[src/rtl/mc_pkg.sv]
// Shared types and encodings for the multicycle CPU control unit.
package mc_pkg;

  typedef enum logic [3:0] {
    S_START,
    S_FETCH,
    S_DECODE,
    S_MEMADR,
    S_MEMRD,
    S_MEMWB,
    S_MEMWR,
    S_EXEC,
    S_ALUWB,
    S_BRANCH,
    S_ADDIEX,
    S_ADDIWB,
    S_JUMP
  } state_t;

  localparam logic [3:0] OP_RTYPE = 4'b0000;
  localparam logic [3:0] OP_LW    = 4'b0001;
  localparam logic [3:0] OP_SW    = 4'b0010;
  localparam logic [3:0] OP_BEQ   = 4'b0011;
  localparam logic [3:0] OP_ADDI  = 4'b0100;
  localparam logic [3:0] OP_J     = 4'b0101;
  localparam logic [3:0] OP_BNE   = 4'b0110;

  localparam logic [2:0] ALU_AND = 3'b000;
  localparam logic [2:0] ALU_OR  = 3'b001;
  localparam logic [2:0] ALU_ADD = 3'b010;
  localparam logic [2:0] ALU_SUB = 3'b110;
  localparam logic [2:0] ALU_SLT = 3'b111;

  localparam logic [1:0] SRCB_REGB   = 2'b00;
  localparam logic [1:0] SRCB_TWO    = 2'b01;
  localparam logic [1:0] SRCB_IMM    = 2'b10;
  localparam logic [1:0] SRCB_IMM_SH = 2'b11;

  localparam logic [1:0] PC_ALU    = 2'b00;
  localparam logic [1:0] PC_ALUOUT = 2'b01;
  localparam logic [1:0] PC_JUMP   = 2'b10;

endpackage

[src/rtl/mc_control_dec.sv]
// Moore output decode of the control FSM, plus instruction legality.
// Define MC_CONTROL_BNE_EN to decode opcode 0110 as BNE (branch on ~zero).
module mc_control_dec
  import mc_pkg::*;
#(
  parameter int OP_W = 4,
  parameter int FN_W = 3
) (
  input  state_t            state,
  input  logic [OP_W-1:0]   opcode,
  input  logic [FN_W-1:0]   funct,
  input  logic              zero,
  input  logic              mem_ready,
  output logic [2:0]        alu_op,
  output logic              alu_src_a,
  output logic [1:0]        alu_src_b,
  output logic [1:0]        pc_src,
  output logic              pc_en,
  output logic              ir_write,
  output logic              mem_read,
  output logic              mem_write,
  output logic              iord,
  output logic              reg_write,
  output logic              reg_dst,
  output logic              mem_to_reg,
  output logic              done,
  output logic              illegal
);

  logic decodable;
  logic branch_take;

  always_comb begin
    decodable = 1'b0;
    if (opcode == OP_W'(OP_RTYPE)) begin
      decodable = funct inside {FN_W'(ALU_AND), FN_W'(ALU_OR), FN_W'(ALU_ADD),
                                FN_W'(ALU_SUB), FN_W'(ALU_SLT)};
    end else if (opcode inside {OP_W'(OP_LW), OP_W'(OP_SW), OP_W'(OP_BEQ),
                                OP_W'(OP_ADDI), OP_W'(OP_J)}) begin
      decodable = 1'b1;
    end
`ifdef MC_CONTROL_BNE_EN
    else if (opcode == OP_W'(OP_BNE)) begin
      decodable = 1'b1;
    end
    branch_take = (opcode == OP_W'(OP_BNE)) ? ~zero : zero;
`else
    branch_take = zero;
`endif
  end

  always_comb begin
    // NOTE: every output gets a default before the case so no path can infer a latch.
    alu_op     = ALU_ADD;
    alu_src_a  = 1'b0;
    alu_src_b  = SRCB_REGB;
    pc_src     = PC_ALU;
    pc_en      = 1'b0;
    ir_write   = 1'b0;
    mem_read   = 1'b0;
    mem_write  = 1'b0;
    iord       = 1'b0;
    reg_write  = 1'b0;
    reg_dst    = 1'b0;
    mem_to_reg = 1'b0;
    done       = 1'b0;
    illegal    = 1'b0;

    case (state)
      S_START: alu_op = 3'b000;
      S_FETCH: begin
        mem_read  = 1'b1;
        alu_src_b = SRCB_TWO;
        ir_write  = mem_ready;
        pc_en     = mem_ready;
      end
      S_DECODE: begin
        alu_src_b = SRCB_IMM_SH;
        illegal   = ~decodable;
        done      = ~decodable;
      end
      S_MEMADR, S_ADDIEX: begin
        alu_src_a = 1'b1;
        alu_src_b = SRCB_IMM;
      end
      S_MEMRD: begin
        mem_read = 1'b1;
        iord     = 1'b1;
      end
      S_MEMWB: begin
        reg_write  = 1'b1;
        mem_to_reg = 1'b1;
        done       = 1'b1;
      end
      S_MEMWR: begin
        mem_write = 1'b1;
        iord      = 1'b1;
        done      = mem_ready;
      end
      S_EXEC: begin
        alu_src_a = 1'b1;
        alu_op    = 3'(funct);
      end
      S_ALUWB: begin
        reg_write = 1'b1;
        reg_dst   = 1'b1;
        alu_op    = 3'(funct);
        done      = 1'b1;
      end
      S_BRANCH: begin
        alu_src_a = 1'b1;
        alu_op    = ALU_SUB;
        pc_src    = PC_ALUOUT;
        pc_en     = branch_take;
        done      = 1'b1;
      end
      S_ADDIWB: begin
        reg_write = 1'b1;
        done      = 1'b1;
      end
      S_JUMP: begin
        pc_src = PC_JUMP;
        pc_en  = 1'b1;
        done   = 1'b1;
      end
      default: alu_op = 3'b000;
    endcase
  end

endmodule

[src/rtl/mc_control.sv]
// Multicycle CPU control unit: state register and next-state logic.
// BNE support follows MC_CONTROL_BNE_EN through the decode sub-module.
module mc_control
  import mc_pkg::*;
#(
  parameter int OP_W = 4,
  parameter int FN_W = 3
) (
  input  logic            clk,
  input  logic            reset_n,
  input  logic [OP_W-1:0] opcode,
  input  logic [FN_W-1:0] funct,
  input  logic            zero,
  input  logic            mem_ready,
  output logic [2:0]      alu_op,
  output logic            alu_src_a,
  output logic [1:0]      alu_src_b,
  output logic [1:0]      pc_src,
  output logic            pc_en,
  output logic            ir_write,
  output logic            mem_read,
  output logic            mem_write,
  output logic            iord,
  output logic            reg_write,
  output logic            reg_dst,
  output logic            mem_to_reg,
  output logic            done,
  output logic            illegal
);

  state_t state, state_nxt;
  logic   armed;

  // armed holds START for one extra edge so the first FETCH lands on the
  // second rising edge after reset release.
  always_ff @(posedge clk or negedge reset_n) begin
    if (!reset_n) begin
      state <= S_START;
      armed <= 1'b0;
    end else begin
      // NOTE: state registers use non-blocking assignment so every flop samples pre-edge values.
      state <= state_nxt;
      armed <= 1'b1;
    end
  end

  always_comb begin
    state_nxt = state;
    case (state)
      S_START:  state_nxt = armed ? S_FETCH : S_START;
      S_FETCH:  state_nxt = mem_ready ? S_DECODE : S_FETCH;
      S_DECODE: begin
        state_nxt = S_FETCH;
        if (!illegal) begin
          case (opcode)
            OP_W'(OP_RTYPE):              state_nxt = S_EXEC;
            OP_W'(OP_LW), OP_W'(OP_SW):   state_nxt = S_MEMADR;
            OP_W'(OP_BEQ), OP_W'(OP_BNE): state_nxt = S_BRANCH;
            OP_W'(OP_ADDI):               state_nxt = S_ADDIEX;
            OP_W'(OP_J):                  state_nxt = S_JUMP;
            default:                      state_nxt = S_FETCH;
          endcase
        end
      end
      S_MEMADR: state_nxt = (opcode == OP_W'(OP_LW)) ? S_MEMRD : S_MEMWR;
      S_MEMRD:  state_nxt = mem_ready ? S_MEMWB : S_MEMRD;
      S_MEMWR:  state_nxt = mem_ready ? S_FETCH : S_MEMWR;
      S_EXEC:   state_nxt = S_ALUWB;
      S_ADDIEX: state_nxt = S_ADDIWB;
      default:  state_nxt = S_FETCH;
    endcase
  end

  mc_control_dec #(
    .OP_W(OP_W),
    .FN_W(FN_W)
  ) u_dec (
    .state      (state),
    .opcode     (opcode),
    .funct      (funct),
    .zero       (zero),
    .mem_ready  (mem_ready),
    .alu_op     (alu_op),
    .alu_src_a  (alu_src_a),
    .alu_src_b  (alu_src_b),
    .pc_src     (pc_src),
    .pc_en      (pc_en),
    .ir_write   (ir_write),
    .mem_read   (mem_read),
    .mem_write  (mem_write),
    .iord       (iord),
    .reg_write  (reg_write),
    .reg_dst    (reg_dst),
    .mem_to_reg (mem_to_reg),
    .done       (done),
    .illegal    (illegal)
  );

endmodule

[config.mk]
export PLATFORM = sky130hd
export DESIGN_NAME = mc_control
export DESIGN_NICKNAME = d
export VERILOG_FILES = /design/src/rtl/mc_pkg.sv /design/src/rtl/mc_control_dec.sv /design/src/rtl/mc_control.sv
export SDC_FILE = /design/constraint.sdc
export NUM_CORES = 1
export LEC_CHECK = 0
export CAP_MARGIN = 20
export CELL_PAD_IN_SITES_DETAIL_PLACEMENT = 1
export CELL_PAD_IN_SITES_GLOBAL_PLACEMENT = 2
export CORE_AREA = 2 2 47 71
export DETAILED_ROUTE_END_ITERATION = 6
export DIE_AREA = 0 0 49 73
export GPL_ROUTABILITY_DRIVEN = 1
export PLACE_DENSITY_LB_ADDON = 0.1
export RECOVER_POWER = 50
export REMOVE_ABC_BUFFERS = 1
export SETUP_SLACK_MARGIN = 0.15
export SLEW_MARGIN = 15
export SYNTH_ARGS = -nofsm -noshare
export SYNTH_HDL_FRONTEND = slang
export SYNTH_SLANG_ARGS = --single-unit
[constraint.sdc]
create_clock -name clk -period 4.6 [get_ports clk]
set_input_delay 0.92 -clock clk [delete_from_list [all_inputs] [get_ports clk]]
set_output_delay 0.92 -clock clk [all_outputs]
set_load 0.02 [all_outputs]
==> key figures, run 1 <==
Outcome
  – Status: complete, no violations

Clocking
  – Clock slew at reported path FFs: roughly 30 ps
  – TritonCTS clock tree: done
  – CTS buffer count: 3
  – Clk buf depth: 2
  – Clk Latency, worst-skew pair: 220 ps
  – Post CTS Setup Buffer Count: 0
  – H-tree depth: 1
  – # clock sinks: 5
  – Root Buffer Master: clkbuf_8
  – Hold_buf cts: 0
  – Number of gates resized after cts: 0

Layout
  – Fraction of layout cells with a size suffix above 1: 0.0536
  – Layout Nets: 124
  – Fill count: ~400
  – Synthesis-to-finish area growth: 56.8%
  – ANT cells: 0

Timing
  – Pins over their slew limit: 0
  – Crit share post-route: 0.800
  – Final Setup Violations: 0
  – Setup Total Neg Slack: 0 ps
  – Setup ws final: about 920 ps
  – Worst Tran Pin Value: approximately 620 ps
  – Hold_ws: between 500 and 600 ps
  – Final hold violations: 0
  – Fmax: roughly 0.27 GHz
  – RSZ-0062 raised after global routing: false
  – Post-layout min period: 3680 ps
  – Rel. slew slack: 0.585
  – Skew final: approximately 0.81 ps

Floorplanning
  – Core area: 3030 um^2
  – Die area: between 3000 and 4000 um^2
  – I/O pin cnt: 29
  – Initial Utilization: 0.197
  – Die Y: around 73 um
  – Std-Cell Rows: 25
  – Die X-Extent: 49 um

Logic synthesis
  – Fraction of the yosys area taken by sequential cells: 0.210
  – Unique masters post-synth: 31
  – Ys Warns: 0
  – Post-Synthesis Cells: 88
  – Synthesized area per cell: 6.78 um^2
  – Ys async rst share: 1.00
  – Synthesized area: 597 um^2
  – Flip-flop and latch count after synthesis: 5
  – Ys flop type: dfrtp_1
  – Post-synth EDFFs: 0

Setup path
  – Critical R2R Launch: state[1]$_DFF_PN0_
  – R2R setup slack: slightly below 3000 ps
  – CP Launch Type: primary input
  – Critical path class: primary input to primary output
  – Reg2Reg Depth: 4
  – Critical path peak fanout: 8
  – R2r endpoint: state[0]$_DFF_PN0_
  – Nature of the critical path endpoint: primary output
  – Worst Path Arrival: ~2800 ps
  – Critical Path RT: around 3700 ps

Detailed routing
  – DRT iter0 DRCs: 13
  – DRC viols: 0
  – DR WL/cell: roughly 14 um
  – Final WL: ~2100 um
  – Detail Route Antenna Nets: 0
  – Drt pass-1 iters: 3
  – Via count: just under 700
  – Via-to-Cell Ratio: roughly 4.6

Min path
  – Hold Path Class: register to register
  – Worst hold path stage count: 2
  – WHS Endpoint: state[0]$_DFF_PN0_
  – Hold Startpoint: armed$_DFF_PN0_

Power
  – Worst vdd ir: around 0.00021 V
  – Leak: about 0.36 nW
  – Power per standard cell area: around 560 nW/um^2

Placement
  – DP Worst Slack: between 900 and 1000 ps
  – Placer Congestion: around 0.72
  – DP Wirelength: about 1600 um
  – # port buffers: 28

Global route
  – Largest net degree at the start of global routing: 20
  – Met3 usage: 0.0266
  – Vias in the first global route: between 700 and 800
  – GRT met2 Usage: 0.230
  – Global route total overflow: 0
  – Initial antenna violation count: 0
  – GRT Total Usage: 0.126
  – GRT met1 Usage: 0.144
  – First-pass GRT wire length: roughly 3500 um
  – GRT Max-Usage Layer: met2

Flow run
  – Max-cap violation count: 0
## registers in the layout, summed over array words and instances (netlist names)
name	flops
state	4
armed	1
## worst max-delay path, cell delays in order
cell	delay [ps]
dlygate4sd3_1	660
nor3_1	190
o21ai_1	130
a21boi_2	170
a211o_1	110
clkdlybuf4s50_1	590
## metal layers
metal,vias up,part of all wire
met5,-,0
met4,0,0.013
met3,2,0.037
met2,20,0.53
met1,313,0.42
li1,361,-
## where the power goes
part | switching, W | internal [W]
Sequential | 0.0000615 | 0.0000564
Combinational | 0.000166 | 0.000159
Clock | 0.0000198 | 0.0000593
Total | 0.000248 | 0.000274
## cell usage after synthesis (2+ instances only)
cell      instances  share of area
a211o_1           2          0.029
a21oi_1           8          0.067
buf_2             5          0.042
clkbuf_1          3          0.019
dfrtp_1           5           0.21
inv_1             2          0.013
mux2i_1           3          0.050
nand2_1          10          0.063
nand2b_1          5          0.052
nor2_1            9          0.057
nor2b_1           2          0.021
nor3_1            6          0.050
nor4_1            2          0.021
o21ai_0           4          0.034
o21ai_1           3          0.025
o22ai_1           4          0.042
## how the worst max path moves through the flow
stage | startpoint | to | slack (ps)
after floorplan | mem_ready | pc_en | 1660
after global placement | opcode[2] | done | 1020
after detailed placement | opcode[2] | done | 970
final | opcode[2] | done | 920
after global routing | opcode[2] | done | 790
after CTS | opcode[2] | done | 980
## cell families (layout without fill, tap and decap cells)
family	Yosys count	count (layout)	share of synthesized area
AND/OR/NAND/NOR	39	39	0.338
AO/OA/AOI/OAI	29	29	0.308
buffers and inverters	10	34	0.0734
multiplexers	3	3	0.0503
XOR/XNOR	1	1	0.0147
flip-flops	5	5	0.210
other	1	1	0.00628
## layout make-up
class	count	area, um^2	area share
timing repair buffer	28	280	0.299
clock buffer	4	45.0	0.0481
tap	40	50.0	0.0535
multi-input combinational	73	428	0.457
inverter	2	7.51	0.00802
sequential	5	125	0.134
## layout by cell type, fill, tap and decap left out, types with 3 or more instances in the layout
cell	count
nand2_1	10
o21ai_0	5
o22ai_1	4
nand2b_1	5
nor2_1	9
dlygate4sd3_1	6
nor3_1	6
dfrtp_1	5
a21oi_1	8
mux2i_1	3
clkbuf_8	3
clkdlybuf4s50_1	22
## per-stage QoR
| stage | util | instances | instance area [um^2] | total power [W] |
|---|---|---|---|---|
| after global routing | 0.308 | 152 | 936 | 0.000565 |
| final | 0.308 | 152 | 936 | 0.000522 |
| after CTS | 0.308 | 152 | 936 | 0.000540 |
| after floorplan | - | 80 | 561 | 0.000299 |
| after global placement | 0.294 | 148 | 891 | 0.000459 |
| after detailed placement | 0.294 | 148 | 891 | 0.000456 |
No activity file was read; power rests on OpenSTA's default activity.
==> run 2, diff against run 1 <==
Settings changed: CORE_AREA 2 2 47 71 to 2 2 51 76, DIE_AREA 0 0 49 73 to 0 0 53 78.
Clock period 4.6 ns to 3.3 ns, I/O delays scaled along.
==> run 2 against run 1 <==
Worst hold slack improved by 9.3 ps. Clock power grew 40%. Routed wire length increased by 7.4%. Setup slack worse by 700 ps. Final cell count rose by 3.9%. Sequential share of layout area fell by 0.43 points. Global-route usage down 0.57 points. Power rose by 45%. Register-to-register slack got worse by 1200 ps. Sequential power increased by 25%. Core utilization fell by 2.5 points.
==> key figures, run 2 (synthesized netlist as in run 1, its figures left out) <==
Power
  – Cell-internal power: 0.000400 W (was 0.000274 W)
  – Worst vdd ir: 0.000323 V (was 0.000206 V)
  – Seq pwr share: 0.193 (was 0.226)
  – Psw: 0.000359 W (was 0.000248 W)
  – Clock Power Share: 0.147 (was 0.152)
  – Sw Ratio: 0.473 (was 0.474)
  – Power share of the combinational group: 0.660 (was 0.622)
  – Power per standard cell area: 785 nW/um^2 (was 558 nW/um^2)
  – Leak: 0.393 nW (was 0.361 nW)

Clocking
  – Hold_buf cts: 0 (unchanged)
  – # clock sinks: 5 (unchanged)
  – TritonCTS clock tree: done (unchanged)
  – H-tree depth: 1 (unchanged)
  – Clock slew at reported path FFs: 30 ps (about the same)
  – Post CTS Setup Buffer Count: 0 (unchanged)
  – Clk Latency, worst-skew pair: 220 ps (about the same)
  – CTS buffer count: 3 (unchanged)
  – Root Buffer Master: clkbuf_8 (unchanged)
  – Clk buf depth: 2 (unchanged)

Floorplanning
  – Die area: 4130 um^2 (was 3580 um^2)
  – I/O pin cnt: 29 (unchanged)
  – Die Y: 78 um (was 73 um)
  – Core area: 3420 um^2 (was 3030 um^2)
  – Initial Utilization: 0.175 (was 0.197)
  – Die X-Extent: 53 um (was 49 um)
  – Std-Cell Rows: 26 (was 25)

Detailed routing
  – Via-to-Cell Ratio: 4.66 (was 4.58)
  – DRC viols: 0 (unchanged)
  – DRT iter0 DRCs: 1 (was 13)
  – Drt pass-1 iters: 3 (unchanged)
  – Detail Route Antenna Nets: 0 (unchanged)
  – Via count: 736 (was 696)
  – DR WL/cell: 14.2 um (was 13.8 um)
  – Final WL: 2250 um (was 2090 um)

Setup path
  – R2R setup slack: 1790 ps (was 2970 ps)
  – Reg2Reg Depth: 4 (unchanged)
  – Nature of the critical path endpoint: primary output (unchanged)
  – Worst Path Arrival: 2420 ps (was 2760 ps)
  – Critical R2R Launch: state[3]$_DFF_PN0_ (was state[1]$_DFF_PN0_)
  – Critical path peak fanout: 7 (was 8)
  – CP Launch Type: primary input (unchanged)
  – CP endpoint: illegal (was done)
  – R2r endpoint: state[1]$_DFF_PN0_ (was state[0]$_DFF_PN0_)
  – Critical Path RT: 2640 ps (was 3680 ps)
  – Worst Setup SP: opcode[1] (was opcode[2])
  – Critical path class: primary input to primary output (unchanged)

Timing
  – Fmax: between 0.3 and 0.4 GHz
  – Skew final: 0.505 ps (was 0.808 ps)
  – Hold_ws: 553 ps (was 543 ps)
  – Setup Total Neg Slack: 0 ps (unchanged)
  – Worst Tran Pin Value: 620 ps (was 622 ps)
  – Pins over their slew limit: 0 (unchanged)
  – Crit share post-route: 0.932
  – Final Setup Violations: 0 (unchanged)
  – Rel. slew slack: 0.587 (was 0.585)
  – Post-layout min period: 3080 ps
  – Final hold violations: 0 (unchanged)
  – RSZ-0062 raised after global routing: false (unchanged)

Layout
  – Max FFs per register: 4 (unchanged)
  – Fill count: 439 (was 390)
  – ANT cells: 0 (unchanged)
  – Largest reg by FF count: state (unchanged)
  – Most frequent cells in the layout: clkdlybuf4s50_1, nand2_1, nor2_1, a21oi_1, dlygate4sd3_1 (was clkdlybuf4s50_1, nand2_1, nor2_1, a21oi_1)
  – Synthesis-to-finish area growth: 62.1% (was 56.8%)
  – Commonest non-fill, non-tap cell in the layout: clkdlybuf4s50_1 (unchanged)
  – Fraction of layout cells with a size suffix above 1: 0.0776 (was 0.0536)
  – Biggest regs: state x4, armed x1 (unchanged)
  – Area taken by multi-input logic gates: 428 um^2 (unchanged)
  – Seq. cell area: 125 um^2 (unchanged)
  – Layout Nets: 128 (was 124)

Global route
  – Largest net degree at the start of global routing: 18 (was 20)
  – GRT Total Usage: 0.120 (was 0.126)
  – Vias in the first global route: 763 (was 747)
  – Initial antenna violation count: 0 (unchanged)
  – First-pass GRT wire length: 3750 um (was 3480 um)
  – Global route total overflow: 0 (unchanged)

Placement
  – # port buffers: 28 (unchanged)
  – DP Wirelength: 1750 um (was 1560 um)
  – Placer Congestion: 0.661 (was 0.721)

Outcome
  – Status: complete, no violations (unchanged)

Min path
  – Hold Path Class: register to register (unchanged)

Flow run
  – Max-cap violation count: 0 (unchanged)
-- run 2: changes by cell type in the layout (fill, tap and decap cells not counted) --
| cell | previous run | this run |
|---|---|---|
| buf_4 | 0 | 3 |
| o21ai_1 | 2 | 3 |
| dlygate4sd3_1 | 6 | 7 |
| clkbuf_1 | 1 | 2 |
| dlymetal6s2s_1 | 0 | 1 |
| o21ai_0 | 5 | 4 |
| clkdlybuf4s50_1 | 22 | 20 |
-- run 2: worst min path at each step --
stage	start	to	slack, ps	cells past startpoint
after detailed placement	armed$_DFF_PN0_	state[0]$_DFF_PN0_	550	2
after CTS	armed$_DFF_PN0_	state[0]$_DFF_PN0_	560	2
after global routing	armed$_DFF_PN0_	state[0]$_DFF_PN0_	620	2
after floorplan	reset_n	armed$_DFF_PN0_	360	0
after global placement	armed$_DFF_PN0_	state[0]$_DFF_PN0_	540	2
final	armed$_DFF_PN0_	state[0]$_DFF_PN0_	550	2
-- run 2: cell type report --
class | count | area share
timing repair buffer | 32 | 0.320
inverter | 2 | 0.00776
tap | 42 | 0.0543
sequential | 5 | 0.129
multi-input combinational | 73 | 0.442
clock buffer | 4 | 0.0466
-- run 2: power groups by stage --
stage	clock [W]	combinational, W	sequential (W)
2_1_floorplan	0	0.000280	0.000137
3_3_place_gp	0	0.000516	0.000151
3_5_place_dp	0	0.000517	0.000148
4_1_cts	0.000116	0.000522	0.000148
5_1_grt	0.000123	0.000547	0.000156
6_report	0.000111	0.000501	0.000147
-- run 2: layer usage --
layer | vias to the layer above | part of all wire | global-route usage
li1 | 370 | - | -
met1 | 346 | 0.46 | 0.151
met2 | 20 | 0.49 | 0.199
met3 | 0 | 0.043 | 0.0308
met4 | 0 | 0 | 0.0308
met5 | - | 0 | 0
-- run 2: worst max-delay path, cell delays in order --
cell	delay [ps]
dlygate4sd3_1	630
nor3_1	210
o21ai_1	130
a21boi_2	170
clkdlybuf4s50_1	620
-- run 2: timing repair --
item / 4_1_cts / 5_1_grt
endpoints found under the setup margin: 0 / 1
hold endpoints to repair: 0 / 0
resized for setup: 0 / 1
-- run 2: per-stage QoR --
step | worst slack (ps) | instances | cell area, um^2 | power, W | utilization
2_1_floorplan | 807 | 80 | 561 | 0.000416 | -
3_3_place_gp | 209 | 154 | 923 | 0.000667 | 0.270
3_5_place_dp | 188 | 154 | 923 | 0.000665 | 0.270
4_1_cts | 178 | 158 | 968 | 0.000786 | 0.284
5_1_grt | 119 | 158 | 967 | 0.000827 | 0.283
6_report | 223 | 158 | 967 | 0.000759 | 0.283
==> run 3, diff against run 2 <==
Settings changed: CTS_CLUSTER_DIAMETER set to 100.
==> results of run 3 <==
No change in the layout: final DEF, timing and power equal those of run 2.
